<file path="src/rtl/wb_tlb_if.sv">
// MEM -> WB payload and handshake for the write-back / TLB-management stage.
interface wb_tlb_if #(
  parameter int unsigned IDX_W = 4
);
  logic             ms_to_ws_valid;
  logic             ws_allowin;
  logic [31:0]      ms_pc;
  logic [4:0]       ms_dest;
  logic [3:0]       ms_gr_strb;
  logic [31:0]      ms_result;
  logic             ms_ex;
  logic [2:0]       ms_tlb_op;
  logic [4:0]       ms_cp0_addr;
  logic             ms_s1_found;
  logic [IDX_W-1:0] ms_s1_index;

  modport master (
    output ms_to_ws_valid, ms_pc, ms_dest, ms_gr_strb, ms_result, ms_ex,
           ms_tlb_op, ms_cp0_addr, ms_s1_found, ms_s1_index,
    input  ws_allowin
  );

  modport slave (
    input  ms_to_ws_valid, ms_pc, ms_dest, ms_gr_strb, ms_result, ms_ex,
           ms_tlb_op, ms_cp0_addr, ms_s1_found, ms_s1_index,
    output ws_allowin
  );
endinterface

</file>
<file path="src/rtl/wb_tlb_stage.sv">
// Write-back stage: retires the MEM payload into the regfile and executes
// TLBP/TLBR/TLBWI/TLBWR/MTC0 against the TLB-management CP0 registers.
module wb_tlb_stage #(
  parameter int unsigned TLBNUM = 16,
  parameter int unsigned IDX_W  = 4,
  parameter int unsigned WIRED  = 0
) (
  input  logic             clk,
  input  logic             resetn,
  wb_tlb_if.slave          ms,
  output logic [3:0]       rf_we,
  output logic [4:0]       rf_waddr,
  output logic [31:0]      rf_wdata,
  output logic             tlb_we,
  output logic [IDX_W-1:0] tlb_w_index,
  output logic [77:0]      tlb_w_entry,
  output logic [IDX_W-1:0] tlb_r_index,
  input  logic [77:0]      tlb_r_entry,
  output logic [31:0]      cp0_index,
  output logic [31:0]      cp0_random,
  output logic [31:0]      cp0_entryhi,
  output logic             ws_refetch,
  output logic [31:0]      refetch_pc
);

  localparam logic [2:0] OP_TLBP  = 3'd1;
  localparam logic [2:0] OP_TLBR  = 3'd2;
  localparam logic [2:0] OP_TLBWI = 3'd3;
  localparam logic [2:0] OP_TLBWR = 3'd4;
  localparam logic [2:0] OP_MTC0  = 3'd5;

  localparam logic [4:0] CP0_INDEX    = 5'd0;
  localparam logic [4:0] CP0_ENTRYLO0 = 5'd2;
  localparam logic [4:0] CP0_ENTRYLO1 = 5'd3;
  localparam logic [4:0] CP0_WIRED    = 5'd6;
  localparam logic [4:0] CP0_ENTRYHI  = 5'd10;

  localparam int unsigned      PAD_W    = 31 - IDX_W;
  localparam logic [IDX_W-1:0] RAND_TOP = IDX_W'(TLBNUM - 1);
  localparam logic [IDX_W-1:0] RAND_BOT = IDX_W'(WIRED);

  typedef enum logic [1:0] {IDLE = 2'd0, RD = 2'd1, FL = 2'd2} state_t;

  state_t           state_q, state_d;
  logic             ws_valid;
  logic [31:0]      pc_q;
  logic [4:0]       dest_q;
  logic [3:0]       strb_q;
  logic [31:0]      result_q;
  logic             ex_q;
  logic [2:0]       op_q;
  logic [4:0]       cp0_addr_q;
  logic             found_q;
  logic [IDX_W-1:0] sidx_q;

  logic             idx_p_q;
  logic [IDX_W-1:0] idx_q;
  logic [IDX_W-1:0] random_q;
  logic [18:0]      vpn2_q;
  logic [7:0]       asid_q;
  logic [25:0]      lo0_q;
  logic [25:0]      lo1_q;
  logic [31:0]      refetch_pc_q;

  logic act_c;
  logic ready_go_c;
  logic allowin_c;

  // The payload sitting in the stage during FL is wrong-path and is flushed.
  assign act_c         = ws_valid & ~ex_q & (state_q != FL);
  assign allowin_c     = ~ws_valid | ready_go_c;
  assign ms.ws_allowin = allowin_c;

  always_ff @(posedge clk) begin
    if (!resetn) ws_valid <= 1'b0;
    else if (allowin_c) ws_valid <= ms.ms_to_ws_valid;
  end

  always_ff @(posedge clk) begin
    if (ms.ms_to_ws_valid && allowin_c) begin
      pc_q       <= ms.ms_pc;
      dest_q     <= ms.ms_dest;
      strb_q     <= ms.ms_gr_strb;
      result_q   <= ms.ms_result;
      ex_q       <= ms.ms_ex;
      op_q       <= ms.ms_tlb_op;
      cp0_addr_q <= ms.ms_cp0_addr;
      found_q    <= ms.ms_s1_found;
      sidx_q     <= ms.ms_s1_index;
    end
  end

  always_ff @(posedge clk) begin
    if (!resetn) state_q <= IDLE;
    else         state_q <= state_d;
  end

  // Next state, TLB write strobe and TLBR stall.
  always_comb begin
    state_d    = state_q;
    tlb_we     = 1'b0;
    ready_go_c = 1'b1;
    case (state_q)
      IDLE: begin
        if (act_c && op_q == OP_TLBR) begin
          ready_go_c = 1'b0;
          state_d    = RD;
        end else if (act_c && (op_q == OP_TLBWI || op_q == OP_TLBWR)) begin
          tlb_we  = 1'b1;
          state_d = FL;
        end
      end
      RD:      state_d = IDLE;
      FL:      state_d = IDLE;
      default: state_d = IDLE;
    endcase
  end

  // CP0 TLB-management registers.
  always_ff @(posedge clk) begin
    if (!resetn) begin
      idx_p_q  <= 1'b0;
      idx_q    <= '0;
      random_q <= RAND_TOP;
      vpn2_q   <= '0;
      asid_q   <= '0;
      lo0_q    <= '0;
      lo1_q    <= '0;
    end else begin
      if (act_c && op_q == OP_MTC0 && cp0_addr_q == CP0_WIRED) random_q <= RAND_TOP;
      else if (random_q == RAND_BOT)                            random_q <= RAND_TOP;
      else                                                      random_q <= random_q - IDX_W'(1);

      if (act_c && op_q == OP_TLBP) begin
        idx_p_q <= ~found_q;
        idx_q   <= found_q ? sidx_q : '0;
      end

      if (act_c && op_q == OP_MTC0) begin
        case (cp0_addr_q)
          CP0_INDEX:    idx_q <= result_q[IDX_W-1:0];
          CP0_ENTRYHI: begin
            vpn2_q <= result_q[31:13];
            asid_q <= result_q[7:0];
          end
          CP0_ENTRYLO0: lo0_q <= result_q[25:0];
          CP0_ENTRYLO1: lo1_q <= result_q[25:0];
          default: ;
        endcase
      end

      // Read data for the index presented in the previous (IDLE) cycle.
      if (state_q == RD) begin
        vpn2_q <= tlb_r_entry[77:59];
        asid_q <= tlb_r_entry[58:51];
        lo0_q  <= {tlb_r_entry[49:25], tlb_r_entry[50]};
        lo1_q  <= {tlb_r_entry[24:0], tlb_r_entry[50]};
      end
    end
  end

  always_ff @(posedge clk) begin
    if (!resetn) refetch_pc_q <= '0;
    else if (state_q == IDLE && state_d == FL) refetch_pc_q <= pc_q + 32'd4;
  end

  assign rf_we       = {4{act_c}} & strb_q;
  assign rf_waddr    = dest_q;
  assign rf_wdata    = result_q;

  assign tlb_w_index = (op_q == OP_TLBWR) ? random_q : idx_q;
  assign tlb_w_entry = {vpn2_q, asid_q, lo0_q[0] & lo1_q[0], lo0_q[25:1], lo1_q[25:1]};
  assign tlb_r_index = idx_q;

  assign cp0_index   = {idx_p_q, PAD_W'(0), idx_q};
  assign cp0_random  = 32'(random_q);
  assign cp0_entryhi = {vpn2_q, 5'b0, asid_q};

  assign ws_refetch  = (state_q == FL);
  assign refetch_pc  = refetch_pc_q;

endmodule
</file>
<file path="src/flat_wrapper.sv">
// flat-port wrapper written by rule: the top's interface ports become plain ports
module wb_tlb_stage_flat 
#(
  parameter int unsigned TLBNUM = 16,
  parameter int unsigned IDX_W  = 4,
  parameter int unsigned WIRED  = 0
)
  (clk, resetn, rf_we, rf_waddr, rf_wdata, tlb_we, tlb_w_index, tlb_w_entry, tlb_r_index, tlb_r_entry, cp0_index, cp0_random, cp0_entryhi, ws_refetch, refetch_pc, ms_ms_to_ws_valid, ms_ms_pc, ms_ms_dest, ms_ms_gr_strb, ms_ms_result, ms_ms_ex, ms_ms_tlb_op, ms_ms_cp0_addr, ms_ms_s1_found, ms_ms_s1_index, ms_ws_allowin);
  wb_tlb_if #(.IDX_W(IDX_W)) ms_i ();
  input  logic clk;
  input  logic resetn;
  output logic [3:0] rf_we;
  output logic [4:0] rf_waddr;
  output logic [31:0] rf_wdata;
  output logic tlb_we;
  output logic [IDX_W-1:0] tlb_w_index;
  output logic [77:0] tlb_w_entry;
  output logic [IDX_W-1:0] tlb_r_index;
  input  logic [77:0] tlb_r_entry;
  output logic [31:0] cp0_index;
  output logic [31:0] cp0_random;
  output logic [31:0] cp0_entryhi;
  output logic ws_refetch;
  output logic [31:0] refetch_pc;
  input wire logic [$bits(ms_i.ms_to_ws_valid)-1:0] ms_ms_to_ws_valid;
  input wire logic [$bits(ms_i.ms_pc)-1:0] ms_ms_pc;
  input wire logic [$bits(ms_i.ms_dest)-1:0] ms_ms_dest;
  input wire logic [$bits(ms_i.ms_gr_strb)-1:0] ms_ms_gr_strb;
  input wire logic [$bits(ms_i.ms_result)-1:0] ms_ms_result;
  input wire logic [$bits(ms_i.ms_ex)-1:0] ms_ms_ex;
  input wire logic [$bits(ms_i.ms_tlb_op)-1:0] ms_ms_tlb_op;
  input wire logic [$bits(ms_i.ms_cp0_addr)-1:0] ms_ms_cp0_addr;
  input wire logic [$bits(ms_i.ms_s1_found)-1:0] ms_ms_s1_found;
  input wire logic [$bits(ms_i.ms_s1_index)-1:0] ms_ms_s1_index;
  output wire logic [$bits(ms_i.ws_allowin)-1:0] ms_ws_allowin;
  assign ms_i.ms_to_ws_valid = ms_ms_to_ws_valid;
  assign ms_i.ms_pc = ms_ms_pc;
  assign ms_i.ms_dest = ms_ms_dest;
  assign ms_i.ms_gr_strb = ms_ms_gr_strb;
  assign ms_i.ms_result = ms_ms_result;
  assign ms_i.ms_ex = ms_ms_ex;
  assign ms_i.ms_tlb_op = ms_ms_tlb_op;
  assign ms_i.ms_cp0_addr = ms_ms_cp0_addr;
  assign ms_i.ms_s1_found = ms_ms_s1_found;
  assign ms_i.ms_s1_index = ms_ms_s1_index;
  assign ms_ws_allowin = ms_i.ws_allowin;
  wb_tlb_stage #(.TLBNUM(TLBNUM), .IDX_W(IDX_W), .WIRED(WIRED)) u_core (.clk(clk), .resetn(resetn), .ms(ms_i), .rf_we(rf_we), .rf_waddr(rf_waddr), .rf_wdata(rf_wdata), .tlb_we(tlb_we), .tlb_w_index(tlb_w_index), .tlb_w_entry(tlb_w_entry), .tlb_r_index(tlb_r_index), .tlb_r_entry(tlb_r_entry), .cp0_index(cp0_index), .cp0_random(cp0_random), .cp0_entryhi(cp0_entryhi), .ws_refetch(ws_refetch), .refetch_pc(refetch_pc));
endmodule
</file>
<file path="config.mk">
export PLATFORM = sky130hd
export DESIGN_NAME = wb_tlb_stage_flat
export DESIGN_NICKNAME = d
export VERILOG_FILES = /design/src/rtl/wb_tlb_if.sv /design/src/rtl/wb_tlb_stage.sv /design/src/flat_wrapper.sv
export SDC_FILE = /design/constraint.sdc
export NUM_CORES = 1
export LEC_CHECK = 0
export CAP_MARGIN = 20
export CORE_MARGIN = 8
export CORE_UTILIZATION = 25
export CTS_CLUSTER_SIZE = 14
export DETAILED_ROUTE_END_ITERATION = 7
export GPL_TIMING_DRIVEN = 0
export SYNTH_ARGS = -nofsm -noshare
export SYNTH_HDL_FRONTEND = slang
export SYNTH_SLANG_ARGS = --single-unit
</file>
<file path="constraint.sdc">
create_clock -name clk -period 5.93 [get_ports clk]
set_input_delay 1.186 -clock clk [delete_from_list [all_inputs] [get_ports clk]]
set_output_delay 1.186 -clock clk [all_outputs]
set_load 0.01 [all_outputs]
</file>
==> results of run 1 <==
Yosys cell counts, drive strengths merged:
cell    count  area [um2]
buf       150        1110
o21ai     132         661
dfxtp     123        2460
edfxtp     87        2610
nand2      72         270
clkbuf     62         233
a21oi      60         300
a31oi      42         263
mux2       31         349
mux2i      27         270
a41oi      25         219
nor2       17        63.8
inv        13        48.8
a211oi     12        90.1
nand3      12        60.1
or4        12        90.1
nor3       11        55.1
nand4      10        68.8
xnor2       9        78.8
nand2b      8        50.1
nor4        7        50.1
o31ai       7        52.6
or3         6        37.5
and4        5        43.8
a311oi      4        35.0
and3        4        25.0
nor4b       4        35.0
xor2        4        35.0
nor2b       3        18.8
or2         3        18.8
and2        2        12.5
ha          2        25.0
nor4bb      2        20.0
and3b       1        8.76
clkinv      1        3.75
conb        1        3.75
nor3b       1        12.5
o21bai      1        7.51
or3b        1        8.76
routing by layer:
metal,share of wire (%),vias to the layer above,GRT usage [%]
li1,-,4261,-
met1,40,4264,18.5
met2,50,335,30.2
met3,8.7,55,6.05
met4,1.9,8,4.00
met5,0.14,-,0
flip-flops by register name, summed over array words and instances, names as in the netlist, 5 cells and up:
| name | flops |
|---|---|
| u_core.asid_q | 8 |
| u_core.refetch_pc | 32 |
| u_core.pc_q | 32 |
| u_core.lo1_q | 26 |
| u_core.cp0_addr_q | 5 |
| u_core.rf_waddr | 5 |
| u_core.vpn2_q | 19 |
| u_core.rf_wdata | 32 |
| u_core.lo0_q | 26 |
tightest hold or removal path: stages, from the launching register on:
cell	delay (ps)
dfxtp_1	320
nand2_1	50
a21oi_1	50
power groups by stage:
stage                     combinational [mW]  sequential [mW]  clock (mW)
final                                  0.369             1.61        1.65
after global routing                   0.398             1.61        1.76
after global placement                 0.357             1.64           0
after floorplan                        0.144             1.63           0
after CTS                              0.371             1.61        1.71
after detailed placement               0.369             1.64           0
layout make-up:
cell class,count,area (um2),area share [%]
sequential,210,5070,33.2
timing repair buffer,367,3710,24.3
multi-input combinational,597,3570,23.4
buffer,212,1340,8.77
clock buffer,33,708,4.63
tap,518,648,4.24
clock inverter,14,171,1.12
inverter,14,52.6,0.344
antenna,2,5.00,0.0328
kinds of logic after synthesis:
| logic type | count (synthesis) |
|---|---|
| flops | 210 |
| compound gates | 283 |
| other cells | 1 |
| mux | 58 |
| buf+inv | 226 |
| xor+xnor | 13 |
| simple gates | 181 |
| fa+ha+maj | 2 |
metrics by stage:
step | utilization (%) | hold WS (ps) | TNS [ps] | worst slack [ps] | cell area (um2)
after floorplan | - | 446 | 0 | 404 | 10000
after global placement | 37.1 | 451 | -230890 | -2660 | 14300
after detailed placement | 37.2 | 463 | 0 | 1550 | 14400
after CTS | 39.5 | 473 | 0 | 905 | 15300
after global routing | 39.5 | 491 | 0 | 740 | 15300
final | 39.5 | 471 | 0 | 1010 | 15300
how the worst max path moves through the flow:
stage                                   startpoint                              to  slack (ps)  cells past startpoint
after floorplan                  ms_ms_to_ws_valid  u_core.cp0_addr_q[0]$_DFFE_PP_         400                      1
after global placement           ms_ms_to_ws_valid    u_core.rf_waddr[1]$_DFFE_PP_       -2660                      2
after detailed placement  u_core.op_q[0]$_DFFE_PP_                          tlb_we        1550                      6
after CTS                 u_core.op_q[0]$_DFFE_PP_                          tlb_we         900                      6
after global routing      u_core.op_q[0]$_DFFE_PP_                          tlb_we         740                      6
final                     u_core.op_q[0]$_DFFE_PP_                          tlb_we        1010                      6
==> flow_summary.yaml, run 1 <==
synth:
  ys_ff_latch: 210
  synth-adder-area-share_pct: 0.255
  synth-compound-area-share_pct: 16.6
  syn_inst: 974
  synth.avg_cell_area_um2: 10.1
  syn_area_um2: 9810
  synth_top_family_by_area: "compound AO/OA/AOI/OAI gates"
  yosysUniqueCellTypes: 45
  synthMuxAreaShare_pct: 6.32
  synthSimpleGateAreaFrac_pct: 9.68
  yosys.area_share.xor_xnor_pct: 1.16
  yosysSeqAreaShare_pct: 51.7
  ys_warn_count: 0
route:
  dr.pass1.iters: 6
  ant_nets: 0
  drc: 0
  routed_wl_mm: 40.6
  avgRoutedWirePerCell_um: 20.7
  avgViaCountPerCell: 4.54
  vias: 8923
  drt_iter0_markers: 358
setup_path:
  cp.arrival_ps: 3740
  cp_top_family: "buffers and inverters"
  cp_cell_sequence: "nor3b_2 -> o21ai_1 -> clkinv_1 -> clkbuf_1 -> buf_1 -> clkdlybuf4s50_1"
  reg2reg_from: "u_core.op_q[2]$_DFFE_PP_"
  timing_worst_setup_path_type: "flip-flop to output port"
  r2r_cells: 6
  cp_slowest_cell: "clkdlybuf4s50_1"
  worst_setup_path_end_kind: "output port"
  cp_slowest_stage_delay_ps: 660
  crit_required_ps: 4740
  reg2reg_to: "u_core.refetch_pc[27]$_SDFFE_PN0P_"
  crit_buf_inv: 4
  worstPathMaxFanout: 10
  start_kind: "flip-flop"
  r2r_setup_slack_ps: 3050
cells_and_area:
  drive_gt1_share_pct: 15.6
  layout.nets: 1598
  fill_cells: 3819
  areaGrowthSynthToFinish_pct: 55.8
  finalNonFillerCells: 1967
  final_cell_mix: "clkdlybuf4s50_1 (364), buf_4 (142), o21ai_0 (131), dfxtp_1 (123), edfxtp_1 (87)"
  final_common_cell: "clkdlybuf4s50_1"
timing:
  timing.fmax_ghz: 0.203
  fin_worst_skew_ps: 29.8
  slew_headroom_pct: 29.8
  period_needed_ps: 4920
  rsz0062_at_grt: "false"
  hold_viol_final: 0
  tightest_slew_ps: 1050
  setup-violations-final: 0
  period_share_pct: 83.0
  drv_slew: 0
hold_path:
  hold_path_class: "flip-flop to flip-flop"
  hold_depth: 2
  whs_endpoint: "u_core.refetch_pc[0]$_SDFFE_PN0P_"
  hp-start: "u_core.refetch_pc[0]$_SDFFE_PN0P_"
die:
  die_w_um: 214
  start_util_pct: 25.4
  core_um2: 38600
  die_y_um: 214
  top_level_ports: 426
  die_area_um2: 45800
  rows: 72
grt:
  grt_first_pass_wirelength_mm: 59.5
  grt_max_degree: 36
  antenna_found_initial: 6
  grt_pass1_vias: 9218
  grt.overflow.total: 0
  grt.total_usage_pct: 16.8
power:
  p_seq_share_pct: 44.3
  p_int_mw: 2.78
  power_density_nw_per_um2: 237
  power.leakage_nw: 5.74
  p_total_mw: 3.63
  p_comb_share_pct: 10.2
  pwr-share-clk_pct: 45.5
  vdd_drop_max_mv: 0.185
  swShare_pct: 23.3
  power.switching_mw: 0.845
place:
  io_buffers: 364
  hpwlAfterDp_mm: 32.3
  placed_cells: 1918
  gp_congestion: 0.910
cts:
  cts_setup_buffers: 0
  cts_buffers: 26
  cts_tree: "yes"
  clock-sinks: 210
  cts_resized: 0
  htreeDepth: 1
  root_buffer: "clkbuf_16"
  clkTransAtPathRegs_ps: 70
  clk_path_buf_depth: 3
  holdBufCountCts: 0
  clk_latency_ps: 550
job:
  drv_cap: 0
outcome:
  status: "complete, no violations"
(Power assumes the default switching activity.)
==> run 2: changes to the inputs <==
==> constraint.sdc (replaced) <==
create_clock -name clk -period 4.91 [get_ports clk]
set_input_delay 0.982 -clock clk [delete_from_list [all_inputs] [get_ports clk]]
set_output_delay 0.982 -clock clk [all_outputs]
set_load 0.01 [all_outputs]
==> run 2 against run 1 <==
Critical path depth did not move. Worst setup slack got worse by 680 ps. Via count about the same. Sequential power grew 20%. Global-route usage barely moved.
==> flow_summary.yaml, run 2 (same netlist as run 1, synthesis figures left out) <==
cts:
  root_buffer: "clkbuf_16"
  cts_buffers: 26
  clock-sinks: 210
  cts_setup_buffers: 0
  clkTransAtPathRegs_ps: 60
  clk_path_buf_depth: 3
  clk_latency_ps: 570
  htreeDepth: 1
  cts_tree: "yes"
die:
  die_w_um: 214
  rows: 72
  die_area_um2: 45800
  die_y_um: 214
  core_um2: 38600
  top_level_ports: 426
  start_util_pct: 25.4
job:
  drv_cap: 0
grt:
  antenna_found_initial: 9
  grt.total_usage_pct: 16.7
  grt_first_pass_wirelength_mm: 59.0
  grt_max_degree: 38
  grt_pass1_vias: 9015
  grt.overflow.total: 0
cells_and_area:
  final_cell_mix: "clkdlybuf4s50_1 (364), buf_4 (142), o21ai_0 (131), dfxtp_1 (123), edfxtp_1 (87)"
  fill_cells: 3839
  final_common_cell: "clkdlybuf4s50_1"
  layout.nets: 1598
  drive_gt1_share_pct: 15.8
  areaGrowthSynthToFinish_pct: 55.9
  stdcell_area_um2: 15300
power:
  p_total_mw: 4.37
  vdd_drop_max_mv: 0.273
  power.leakage_nw: 5.74
  power_density_nw_per_um2: 285
route:
  vias: 8922
  ant_nets: 0
  drt_iter0_markers: 487
  avgViaCountPerCell: 4.53
  dr.pass1.iters: 5
  drc: 0
  avgRoutedWirePerCell_um: 20.6
  routed_wl_mm: 40.5
place:
  gp_congestion: 0.855
  placed_cell_area_um2: 14400
  post-place-ws_ps: 806
  io_buffers: 364
  hpwlAfterDp_mm: 32.2
setup_path:
  start_kind: "flip-flop"
  worst_setup_path_end_kind: "output port"
  worstPathMaxFanout: 10
  reg2reg_from: "u_core.op_q[0]$_DFFE_PP_"
  cp.arrival_ps: 3600
  crit_required_ps: 3930
  cp-endpoint: "tlb_we"
  timing_worst_setup_path_type: "flip-flop to output port"
  r2r_cells: 6
  cp-startpoint: "u_core.op_q[0]$_DFFE_PP_"
  r2r_setup_slack_ps: 2200
  reg2reg_to: "u_core.refetch_pc[28]$_SDFFE_PN0P_"
timing:
  period_needed_ps: 4580
  slew_headroom_pct: 31.8
  setup-tns-final_ps: 0
  tightest_slew_ps: 1020
  rsz0062_at_grt: "false"
  hold_viol_final: 0
  setup-violations-final: 0
  whs_ps: 468
  period_share_pct: 93.2
  timing.fmax_ghz: 0.218
  drv_slew: 0
  fin_worst_skew_ps: 31.3
  fin_ws_ps: 333
hold_path:
  hold_path_class: "flip-flop to flip-flop"
outcome:
  status: "complete, no violations"
## run 2: stage by stage
stage	utilization, %	std cells
after floorplan	-	1033
after global placement	37.1	1915
after detailed placement	37.2	1918
after CTS	39.5	1966
after global routing	39.6	1969
final	39.6	1969
## run 2: how the worst min path moves through the flow
stage	start	endpoint	slack, ps	cells after the start
4_1_cts	u_core.refetch_pc[3]$_SDFFE_PN0P_	u_core.refetch_pc[3]$_SDFFE_PN0P_	470	2
3_5_place_dp	u_core.refetch_pc[0]$_SDFFE_PN0P_	u_core.refetch_pc[0]$_SDFFE_PN0P_	450	2
6_report	u_core.refetch_pc[3]$_SDFFE_PN0P_	u_core.refetch_pc[3]$_SDFFE_PN0P_	470	2
3_3_place_gp	u_core.random_q[0]$_SDFF_PP1_	u_core.random_q[0]$_SDFF_PP1_	450	1
5_1_grt	u_core.lo0_q[5]$_SDFFE_PN0P_	u_core.lo0_q[5]$_SDFFE_PN0P_	490	2
2_1_floorplan	u_core.lo0_q[0]$_SDFFE_PN0P_	u_core.lo0_q[0]$_SDFFE_PN0P_	450	2
## run 2: worst max-delay path, cell delays in order (launching register included)
cell and delay, ps:
edfxtp_1 510, and3b_1 230, o21ai_1 620, clkinv_1 460
clkbuf_1 320, buf_1 290, clkdlybuf4s50_1 590
## run 2: layout make-up
type                       instances  area [um2]  area share [%]
sequential                       210        5070            33.2
timing repair buffer             367        3710            24.3
multi-input combinational        597        3570            23.4
buffer                           212        1340            8.76
clock buffer                      32         703            4.60
tap                              518         648            4.24
clock inverter                    16         181            1.19
inverter                          14        52.6           0.344
antenna                            3        7.51          0.0491
## run 2: per-layer routing
layer / wire (um) / share of wire, % / vias up / GRT usage [%]
li1: - / - / 4271 / -
met1: 16000 / 39 / 4229 / 18.9
met3: 3550 / 8.8 / 67 / 6.32
met4: 919 / 2.3 / 12 / 4.00
met5: 71 / 0.18 / - / 0
met2: 20000 / 49 / 343 / 29.4
## run 2: repair_timing
| action | in CTS | in global routing |
|---|---|---|
| endpoints found under the hold margin | 0 | 0 |
| resized for setup | 0 | 1 |
| setup endpoints to repair | 0 | 1 |
| hold buffers | 0 | 0 |
## run 2: power breakdown
part           leakage [nW]  internal [mW]  switching, mW
registers              1.84           1.88         0.0614
clock network         0.433           1.18          0.802
logic                  3.47          0.256          0.187
